## src/rtl/fpu_multiplier_pipe.sv

```systemverilog
// fpu_multiplier_pipe
//   Three-stage pipelined IEEE-754 binary multiplier with a valid/ready
//   handshake, RNE/RTZ rounding, subnormal inputs and outputs, and
//   per-result exception flags. The result leaves fully packed.
//
//   Stage 1: classify operands, normalise subnormal significands.
//   Stage 2: significand product, biased exponent sum, special-case select.
//   Stage 3: normalise, denormalise, round, pack into the output register.
//
// Ports
//   clk, rst_n        clock, asynchronous active-low reset
//   in_valid/in_ready operand handshake (in_ready = pipeline may advance)
//   op_a, op_b        packed operands {sign, exp, frac}
//   rnd_mode          0 = round-nearest-even, 1 = round-toward-zero
//   out_valid/out_ready result handshake
//   result            packed product
//   flag_invalid, flag_overflow, flag_underflow, flag_inexact
//                     exception flags, qualified by out_valid
module fpu_multiplier_pipe #(
    parameter int EXP_W = 8,
    parameter int MAN_W = 23
) (
    input  logic                     clk,
    input  logic                     rst_n,
    input  logic                     in_valid,
    output logic                     in_ready,
    input  logic [EXP_W+MAN_W:0]     op_a,
    input  logic [EXP_W+MAN_W:0]     op_b,
    input  logic                     rnd_mode,
    output logic                     out_valid,
    input  logic                     out_ready,
    output logic [EXP_W+MAN_W:0]     result,
    output logic                     flag_invalid,
    output logic                     flag_overflow,
    output logic                     flag_underflow,
    output logic                     flag_inexact
);

    localparam int BIAS   = 2**(EXP_W-1) - 1;
    localparam int W      = 1 + EXP_W + MAN_W;
    localparam int SIG_W  = MAN_W + 1;
    localparam int PROD_W = 2 * SIG_W;
    localparam int EW     = EXP_W + 2;          // signed working exponent
    localparam int LZC_W  = $clog2(SIG_W + 1);
    localparam int STAGES = 3;

    localparam logic [EW-1:0] ONE     = EW'(1);
    localparam logic [EW-1:0] BIAS_E  = EW'(BIAS);
    localparam logic [EW-1:0] EXP_MAX = {2'b00, {EXP_W{1'b1}}};
    localparam logic [EW-1:0] SH_MAX  = EW'(MAN_W + 3);
    localparam logic [W-1:0]  QNAN    = {1'b0, {EXP_W{1'b1}}, 1'b1, {(MAN_W-1){1'b0}}};

    typedef struct packed {
        logic             sign;
        logic             zero;
        logic             inf;
        logic             nan;
        logic             snan;
        logic [EW-1:0]    exp;   // two's complement, unbiased by nothing
        logic [SIG_W-1:0] sig;   // hidden bit at MSB for every finite nonzero
    } opnd_t;

    // Leading-zero count, MSB has priority (last hit in ascending loop wins).
    function automatic logic [LZC_W-1:0] lzc_f(input logic [SIG_W-1:0] v);
        lzc_f = LZC_W'(SIG_W);
        for (int i = 0; i < SIG_W; i++)
            if (v[i]) lzc_f = LZC_W'(SIG_W - 1 - i);
    endfunction

    function automatic opnd_t unpack_op(input logic [W-1:0] x);
        opnd_t            o;
        logic [EXP_W-1:0] ef;
        logic [MAN_W-1:0] ff;
        logic [SIG_W-1:0] s;
        logic [LZC_W-1:0] lz;
        logic             e_max;
        logic             e_zero;
        ef     = x[W-2 -: EXP_W];
        ff     = x[MAN_W-1:0];
        e_max  = &ef;
        e_zero = ~|ef;
        o      = '0;
        o.sign = x[W-1];
        o.zero = e_zero & ~|ff;
        o.inf  = e_max & ~|ff;
        o.nan  = e_max & |ff;
        o.snan = e_max & ~ff[MAN_W-1] & |ff;
        s      = {1'b0, ff};
        lz     = lzc_f(s);
        if (e_zero) begin
            // Subnormal: shift the leading one into the hidden position.
            o.sig = s << lz;
            o.exp = ONE - EW'(lz);
        end else begin
            o.sig = {1'b1, ff};
            o.exp = {2'b00, ef};
        end
        return o;
    endfunction

    // ------------------------------------------------------------------
    // Handshake / valid pipeline
    // ------------------------------------------------------------------
    logic [STAGES:1] vld_pipe;
    logic            advance;

    assign out_valid = vld_pipe[STAGES];
    assign advance   = ~out_valid | out_ready;
    assign in_ready  = advance;

    // ------------------------------------------------------------------
    // Stage 1: classify / normalise
    // ------------------------------------------------------------------
    opnd_t s1_a, s1_b;
    logic  s1_rnd;

    always_ff @(posedge clk) begin
        if (advance) begin
            s1_a   <= unpack_op(op_a);
            s1_b   <= unpack_op(op_b);
            s1_rnd <= rnd_mode;
        end
    end

    // ------------------------------------------------------------------
    // Stage 2: multiply, exponent sum, special-case decode
    // ------------------------------------------------------------------
    logic          sp_hit, sp_inv, sp_sign, inf_zero;
    logic [W-1:0]  sp_res;

    always_comb begin
        sp_hit   = 1'b0;
        sp_inv   = 1'b0;
        sp_res   = '0;
        sp_sign  = s1_a.sign ^ s1_b.sign;
        inf_zero = (s1_a.inf & s1_b.zero) | (s1_a.zero & s1_b.inf);
        if (s1_a.nan | s1_b.nan | inf_zero) begin
            sp_hit = 1'b1;
            sp_res = QNAN;
            sp_inv = s1_a.snan | s1_b.snan | inf_zero;
        end else if (s1_a.inf | s1_b.inf) begin
            sp_hit = 1'b1;
            sp_res = {sp_sign, {EXP_W{1'b1}}, {MAN_W{1'b0}}};
        end else if (s1_a.zero | s1_b.zero) begin
            sp_hit = 1'b1;
            sp_res = {sp_sign, {(W-1){1'b0}}};
        end
    end

    logic [PROD_W-1:0] s2_prod;
    logic [EW-1:0]     s2_exp;
    logic              s2_sign, s2_rnd, s2_spec, s2_spec_inv;
    logic [W-1:0]      s2_spec_res;

    always_ff @(posedge clk) begin
        if (advance) begin
            s2_prod     <= PROD_W'(s1_a.sig) * PROD_W'(s1_b.sig);
            s2_exp      <= s1_a.exp + s1_b.exp - BIAS_E;
            s2_sign     <= sp_sign;
            s2_rnd      <= s1_rnd;
            s2_spec     <= sp_hit;
            s2_spec_res <= sp_res;
            s2_spec_inv <= sp_inv;
        end
    end

    // ------------------------------------------------------------------
    // Stage 3: normalise / round / pack
    // ------------------------------------------------------------------
    logic [PROD_W-1:0] p, mask;
    logic [EW-1:0]     e, dsh;
    logic [SIG_W-1:0]  mant;
    logic [SIG_W:0]    mr;
    logic              st_lo, tiny, g_bit, r_bit, s_bit, inc, ovf, inx;
    logic [W-1:0]      r3;
    logic [3:0]        f3;   // {invalid, overflow, underflow, inexact}

    always_comb begin
        p     = s2_prod;
        e     = s2_exp;
        st_lo = 1'b0;
        tiny  = 1'b0;
        dsh   = '0;
        mask  = '0;
        r3    = '0;
        f3    = '0;
        // Product of two [1,2) significands lies in [1,4).
        if (p[PROD_W-1]) begin
            st_lo = p[0];
            p     = p >> 1;
            e     = e + ONE;
        end
        // Below the normal range: denormalise, collecting lost bits.
        // Past MAN_W+3 every bit is already below the round position.
        if ($signed(e) < $signed(ONE)) begin
            tiny  = 1'b1;
            dsh   = ONE - e;
            if (dsh > SH_MAX) dsh = SH_MAX;
            mask  = (PROD_W'(1) << dsh) - PROD_W'(1);
            st_lo = st_lo | (|(p & mask));
            p     = p >> dsh;
            e     = ONE;
        end
        mant  = p[2*MAN_W -: SIG_W];
        g_bit = p[MAN_W-1];
        r_bit = p[MAN_W-2];
        s_bit = st_lo | (|p[MAN_W-3:0]);
        inc   = ~s2_rnd & g_bit & (r_bit | s_bit | mant[0]);
        mr    = {1'b0, mant} + {{SIG_W{1'b0}}, inc};
        // Carry out of the significand: renormalise. A subnormal rounding
        // into the hidden bit needs nothing here; e is already 1.
        if (mr[SIG_W]) begin
            mr = mr >> 1;
            e  = e + ONE;
        end
        ovf = mr[SIG_W-1] & ($signed(e) >= $signed(EXP_MAX));
        inx = g_bit | r_bit | s_bit | ovf;

        if (s2_spec) begin
            r3 = s2_spec_res;
            f3 = {s2_spec_inv, 3'b000};
        end else if (ovf) begin
            f3 = 4'b0101;
            if (s2_rnd)
                r3 = {s2_sign, {(EXP_W-1){1'b1}}, 1'b0, {MAN_W{1'b1}}};
            else
                r3 = {s2_sign, {EXP_W{1'b1}}, {MAN_W{1'b0}}};
        end else begin
            r3 = {s2_sign,
                  mr[SIG_W-1] ? e[EXP_W-1:0] : {EXP_W{1'b0}},
                  mr[MAN_W-1:0]};
            f3 = {2'b00, tiny & inx, inx};
        end
    end

    always_ff @(posedge clk or negedge rst_n) begin
        if (!rst_n) begin
            vld_pipe       <= '0;
            result         <= '0;
            flag_invalid   <= 1'b0;
            flag_overflow  <= 1'b0;
            flag_underflow <= 1'b0;
            flag_inexact   <= 1'b0;
        end else if (advance) begin
            vld_pipe <= {vld_pipe[STAGES-1:1], in_valid};
            if (vld_pipe[STAGES-1]) begin
                result <= r3;
                {flag_invalid, flag_overflow, flag_underflow, flag_inexact} <= f3;
            end
        end
    end

endmodule

```

## config.mk

```make
export PLATFORM = sky130hd
export DESIGN_NAME = fpu_multiplier_pipe
export DESIGN_NICKNAME = d
export VERILOG_FILES = /design/src/rtl/fpu_multiplier_pipe.sv
export SDC_FILE = /design/constraint.sdc
export NUM_CORES = 2
export LEC_CHECK = 0
export CORE_MARGIN = 1
export CORE_UTILIZATION = 55
export CTS_BUF_LIST = sky130_fd_sc_hd__clkbuf_4
export DETAILED_ROUTE_END_ITERATION = 8
export GPL_TIMING_DRIVEN = 0
export PLACE_DENSITY = 0.73
export SYNTH_ARGS = -nofsm -noshare
export SYNTH_HDL_FRONTEND = slang
export SYNTH_SLANG_ARGS = --single-unit
```

## constraint.sdc

```tcl
create_clock -name clk -period 9.75 [get_ports clk]
set_clock_uncertainty 0.1 [all_clocks]
set_input_delay 0.975 -clock clk [delete_from_list [all_inputs] [get_ports clk]]
set_output_delay 0.975 -clock clk [all_outputs]
set_load 0.03 [all_outputs]
```

=== After elaboration in Yosys (flattened, before gate mapping) ===
Cells that the tools add are included.

* Output and inout bits: 38
* Register bits: 210
* Input port bits: 69
* Word-level logic and storage cells: 171

* Magnitude comparators: 3
* Add/sub/neg operators: 9
* Bitwise operators: 37
* Mux-type cells: 70
* Reductions and logical operators: 14
* Multiply operators: 1
* Shift operators: 4

{| class="wikitable"
|+ Operators by type and width
! operator !! count
|-
| two-way mux 5 bit || 46
|-
| two-way mux 32 bit || 5
|-
| two-way mux 47 bit || 2
|-
| two-way mux 10 bit || 5
|-
| AND 48 bit || 1
|-
| multiplier 24 x 24 -> 48 bit || 1
|-
| two-way mux 24 bit || 2
|-
| OR reduction 48 bit || 1
|-
| << shifter 1 x 10 -> 48 bit, first input constant || 1
|-
| << shifter 23 x 5 -> 24 bit || 2
|-
| subtractor 48 x 2 -> 48 bit, second input constant || 1
|-
| >> shifter 47 x 10 -> 47 bit || 1
|-
| OR reduction 23 bit || 2
|-
| two-way mux 31 bit || 1
|-
| adder 24 x 1 -> 25 bit || 1
|-
| OR reduction 21 bit || 1
|-
| adder 10 x 1 -> 10 bit, second input constant || 2
|-
| AND 1 bit || 16
|-
| AND reduction 8 bit || 2
|-
| OR reduction 8 bit || 2
|-
| bitwise OR 1 bit || 15
|-
| two-way mux 4 bit || 3
|-
| subtractor 1 x 5 -> 6 bit, first input constant || 2
|-
| adder 9 x 9 -> 10 bit || 1
|-
| 13 further kinds || 22
|}

=== Longest topological paths before layout ===
* Depth after elaboration: 26
* Gate-level depth with buffers: 34
* Depth with buffers taken out: 32

=== Worst setup path after synthesis ===
Ideal clock, no wire load.

* Kind: flip-flop to flip-flop
* Start point: reg s2_prod[47]
* End point: reg flag_underflow
* Setup time: 0.122 ns
* Data required time: 9.528 ns
* Setup slack: 2.227 ns
* Arrival: 7.302 ns
* Cell stages (with the launch flop): 32
* Buffers on the path: 9
* Period minus slack after synthesis: 7.523 ns
* Cell sequence: edfxtp_1 > buf_4 > clkbuf_1 > buf_2 > buf_1 > buf_1 > nand2_1 > xor2_1 > ha_1 > clkbuf_1 > inv_1 > nor4_1 > a21oi_1 > and4_1 > o21ai_0 > clkbuf_1 > clkbuf_1 > clkbuf_1 > nor2_1 > nand3_1 > ha_1 > nand3b_1 > or3_1 > a31oi_1 > o31a_1 > xor2_1 > o22ai_1 > nor4_1 > nor3b_1 > a31oi_1 > or3_1 > a32o_1

* Word-level cells in the longest chain between the ends: 23
* Elaborated cells on any way between the ends: 36
* Classes of those cells: add/sub (4); order compare (3); shift (2); mux (13); bitwise (12); reduce/logical (2)

{| class="wikitable"
|+ Ends and longest elaborated chain
! element !! line !! RTL
|-
| start: declaration || 150 || <nowiki>logic [PROD_W-1:0] s2_prod;</nowiki>
|-
| start signal: assignment || 157 || <nowiki>s2_prod <= PROD_W'(s1_a.sig) * PROD_W'(s1_b.sig);</nowiki>
|-
| two-way mux 10 bit || 188 || <nowiki>if (p[PROD_W-1]) begin</nowiki>
|-
| subtractor 1 x 10 -> 10 bit || 197 || <nowiki>dsh = ONE - e;</nowiki>
|-
| > comparator 10 x 5 -> 1 bit || 198 || <nowiki>if (dsh > SH_MAX) dsh = SH_MAX;</nowiki>
|-
| two-way mux 10 bit || 198 ||
|-
| two-way mux 10 bit || 195 || <nowiki>if ($signed(e) < $signed(ONE)) begin</nowiki>
|-
| << shifter 1 x 10 -> 48 bit || 199 || <nowiki>mask = (PROD_W'(1) << dsh) - PROD_W'(1);</nowiki>
|-
| subtractor 48 x 2 -> 48 bit || 199 ||
|-
| AND 48 bit || 200 || <nowiki>st_lo = st_lo | (|(p & mask));</nowiki>
|-
| (+7 left out) || -- ||
|-
| adder 24 x 1 -> 25 bit || 209 || <nowiki>mr = {1'b0, mant} + {{SIG_W{1'b0}}, inc};</nowiki>
|-
| two-way mux 10 bit || 212 || <nowiki>if (mr[SIG_W]) begin</nowiki>
|-
| greater-or-equal comparator 10 x 9 -> 1 bit || 216 || <nowiki>ovf = mr[SIG_W-1] & ($signed(e) >= $signed(EXP_MAX));</nowiki>
|-
| AND 1 bit || 216 ||
|-
| bitwise OR 1 bit || 217 || <nowiki>inx = g_bit | r_bit | s_bit | ovf;</nowiki>
|-
| AND 1 bit || 232 || <nowiki>f3 = {2'b00, tiny & inx, inx};</nowiki>
|-
| two-way mux 3 bit (*) || 222 || <nowiki>end else if (ovf) begin</nowiki>
|-
| two-way mux 4 bit (*) || 219 || <nowiki>if (s2_spec) begin</nowiki>
|-
| end signal: assignment || 242 || <nowiki>flag_underflow <= 1'b0;</nowiki>
|-
| end signal: assignment || 248 || <nowiki>{flag_invalid, flag_overflow, flag_underflow, flag_inexact} <= f3;</nowiki>
|-
| end: declaration || 35 || <nowiki>output logic flag_underflow,</nowiki>
|}

Mark *: on every way between the ends. The rest lies on a longest branch, timed or not. The select of a mux whose other input is x is not followed.
A chain may end at the register's enable or synchronous reset.

=== Worst setup path after layout ===
Same ends and word-level chain as after synthesis.

==> results.toml <==
[outcome]
status = "complete, no violations"

[flow_run]
drv_cap = 0

[sta]
finalSetupTns_ns = 0
fmaxAchievable_mhz = 109
finalCriticalPeriod_ns = 9.21
tightest_slew_ns = 1.41
maxSlewViolCount = 0
finalHoldViolations = 0
max_slew_margin_pct = 5.58
setup-violations-final = 0
finalCritPeriodShare_pct = 94.5
fin_ws_ns = 0.540

[logic_synthesis]
yosysSeqAreaShare_pct = 15.8
synthFlopType = "edfxtp_1"
yosys-top-cells-count = "nand2_1 (596), inv_1 (533), fa_1 (483)"
netlist.area_leader.share_pct = 29.1
yosysTopAreaCell = "fa_1"
yosysWarnings = 0
synthesis.area_sq_um = 33200
syn_inst = 3783
yosys-top-cells-area = "fa_1 (29%), edfxtp_1 (13%), ha_1 (7.5%), nand2_1 (6.7%), inv_1 (6.0%)"
synth_fp_nets = 4534
synth_async_sr_flop_share_pct = 21.5
syn_avg_cell_area_sq_um = 8.78
synth-seq-cells = 181
synth_edf_count = 142
ys_types = 105
yosysMostFrequentCell = "nand2_1"

[die]
dieArea_sq_um = 61400
initial_core_util_pct = 56.0
io_pins = 107
die_w_um = 248
core-area_sq_um = 59400
die_h_um = 248
rows = 89

[global_route]
grt_max_degree = 70
grt_antenna_before_repair = 3
grt_pass1_vias = 28500
grt_usage_pct = 37.3
grt_remaining_overflow = 0
grt_pass1_wl_um = 171000

[route]
drc_errors = 0
ant_nets = 0
routed_wl_um = 112000
drtPass1Iterations = 8
drt_iter0_markers = 3217
vias_per_cell = 6.15
via_count = 28900
wl_per_cell_um = 23.8

[setup_path]
critical_path.top_delay_family = "buffers and inverters"
slowest_delay_ns = 0.52
worstSetupStartpointType = "register"
r2r_start = "s2_prod[47]$_DFFE_PN_"
cp_num_buf_inv = 8
critPathMaxFanout = 19
cpMaxStageDelayCell = "clkdlybuf4s15_2"
cp.arrival_ns = 9.71
required_ns = 10.25
critPathKind = "register to register"
r2r_slack_ns = 0.54
crit_path_end_kind = "register"
reg2reg_depth = 30
worstSetupPathDepth = 30
r2r-end = "flag_underflow$_DFFE_PN0P_"
crit_top_cell = "clkbuf_1"

[final_layout]
n_fill_cell = 5388
area_delta_synth_final_pct = 7.27
fin_util_pct = 60.1
design_area_sq_um = 35600
nets = 4659
drive_above_1_share_pct = 4.23

[placed_design]
place.gp.congestion = 1.06
placed_cell_area_sq_um = 35300
dp_hpwl_um = 91300
io_buffers = 105
pre_cts_ws_ns = -0.270

[worst_hold_path]
hold_class = "input pin to async pin"

[clock_network]
cts_root_buf = "clkbuf_4"
cts_tree = "yes"
clock_path_buffers = 2
cts_buffers = 17
clk_pin_slew_worst_paths_ns = 0.18
worstSkewPairLatency_ns = 0.67
hold_buffers = 0
cts.sinks = 181
h-tree-depth = 4
==> how the worst max path moves through the flow <==
stage                     startpoint                         end  slack (ns)
2_1_floorplan  s2_prod[47]$_DFFE_PN_  flag_underflow$_DFFE_PN0P_        2.23
3_3_place_gp   s2_prod[47]$_DFFE_PN_  flag_underflow$_DFFE_PN0P_       -0.26
3_5_place_dp   s2_prod[47]$_DFFE_PN_  flag_underflow$_DFFE_PN0P_       -0.27
4_1_cts        s2_prod[47]$_DFFE_PN_  flag_underflow$_DFFE_PN0P_        0.35
5_1_grt        s2_prod[47]$_DFFE_PN_  flag_underflow$_DFFE_PN0P_       -0.03
6_report       s2_prod[47]$_DFFE_PN_  flag_underflow$_DFFE_PN0P_        0.54
==> layout make-up <==
| cell class | instances | area [sq um] | share of cell area (%) |
|---|---|---|---|
| diodes | 5 | 12.5 | 0.0351 |
| plain buffers | 204 | 861 | 2.41 |
| clock buffers | 19 | 143 | 0.400 |
| clock inverters | 13 | 173 | 0.484 |
| inverters | 536 | 2010 | 5.64 |
| multi-input cells | 2861 | 25100 | 70.5 |
| flip-flops and latches | 181 | 5240 | 14.7 |
| well taps | 773 | 967 | 2.71 |
| repair buffers | 107 | 1100 | 3.09 |
==> logic make-up (layout without fill, tap and decap cells) <==
logic type	count (synthesis)	after routing	share of synthesized area [%]
other cells	0	5	0
buf+inv	741	879	8.61
xor+xnor	95	95	2.53
flops	181	181	15.8
mux	173	173	5.40
simple gates	1282	1282	18.3
fa+ha+maj	683	683	36.6
compound gates	628	628	12.8
==> placed cells by master, fill, tap and decap left out, types with 15 or more instances in the layout <==
cell / Yosys / final
nand2_1: 596 / 596
o211ai_1: 36 / 36
or2_2: 18 / 18
buf_2: 18 / 18
clkbuf_4: 0 / 21
inv_1: 533 / 533
xnor2_1: 71 / 71
mux2i_1: 135 / 135
o21ai_0: 113 / 113
o21a_1: 24 / 24
fa_1: 483 / 483
and2_1: 211 / 211
xor2_1: 23 / 22
mux2_2: 36 / 36
nor3_1: 73 / 73
a21o_1: 30 / 30
ha_1: 199 / 199
nor4_1: 27 / 27
clkbuf_1: 160 / 157
nand3_1: 50 / 50
o22ai_1: 17 / 17
o21bai_1: 16 / 16
o21ai_1: 28 / 28
nor2_1: 182 / 182
nand2b_1: 21 / 21
clkdlybuf4s50_1: 0 / 104
edfxtp_1: 142 / 142
a31oi_1: 31 / 31
dfrtp_1: 39 / 39
and3_1: 18 / 18
o221ai_1: 15 / 15
a21oi_1: 158 / 158
==> flip-flops by register name, summed over array words and instances (netlist names), 3 cells and up <==
| name | cells |
|---|---|
| s2_spec_res | 3 |
| vld_pipe | 3 |
| s1_a | 38 |
| result | 32 |
| s2_exp | 10 |
| s2_prod | 48 |
| s1_b | 38 |
==> worst register-to-register path: cells and delay by family, from the launching register on <==
family	cells	cell delay [ns]
AOI/OAI and AO/OA	9	2.23
buffers and inverters	8	3.12
DFF	1	0.39
adders and majority gates	2	0.49
xor gates and xnor gates	2	0.45
and+or+nand+nor	9	2.39
==> metal layers <==
metal / vias up / part of all wire (%) / track usage, %
li1: 12800 / - / -
met1: 14100 / 40 / 49.7
met2: 1676 / 43 / 55.7
met3: 321 / 11 / 11.8
met4: 2 / 4.8 / 16.4
met5: - / 0.053 / 0
==> per-stage QoR <==
step                instances  hold WS [ns]
floorplan                3783         0.300
global placement         4661         0.305
detailed placement       4663         0.305
CTS                      4694         0.233
global route             4696         0.274
finish                   4699         0.286
==> timing repair <==
action,in CTS,in global routing
endpoints found under the setup margin,3,21
buffers inserted,0,0
gates cloned,0,0
gates resized for setup,2,6
Power is not shown: default switching activity piles up to over one toggle a cycle in this logic, so the estimate is an artifact.
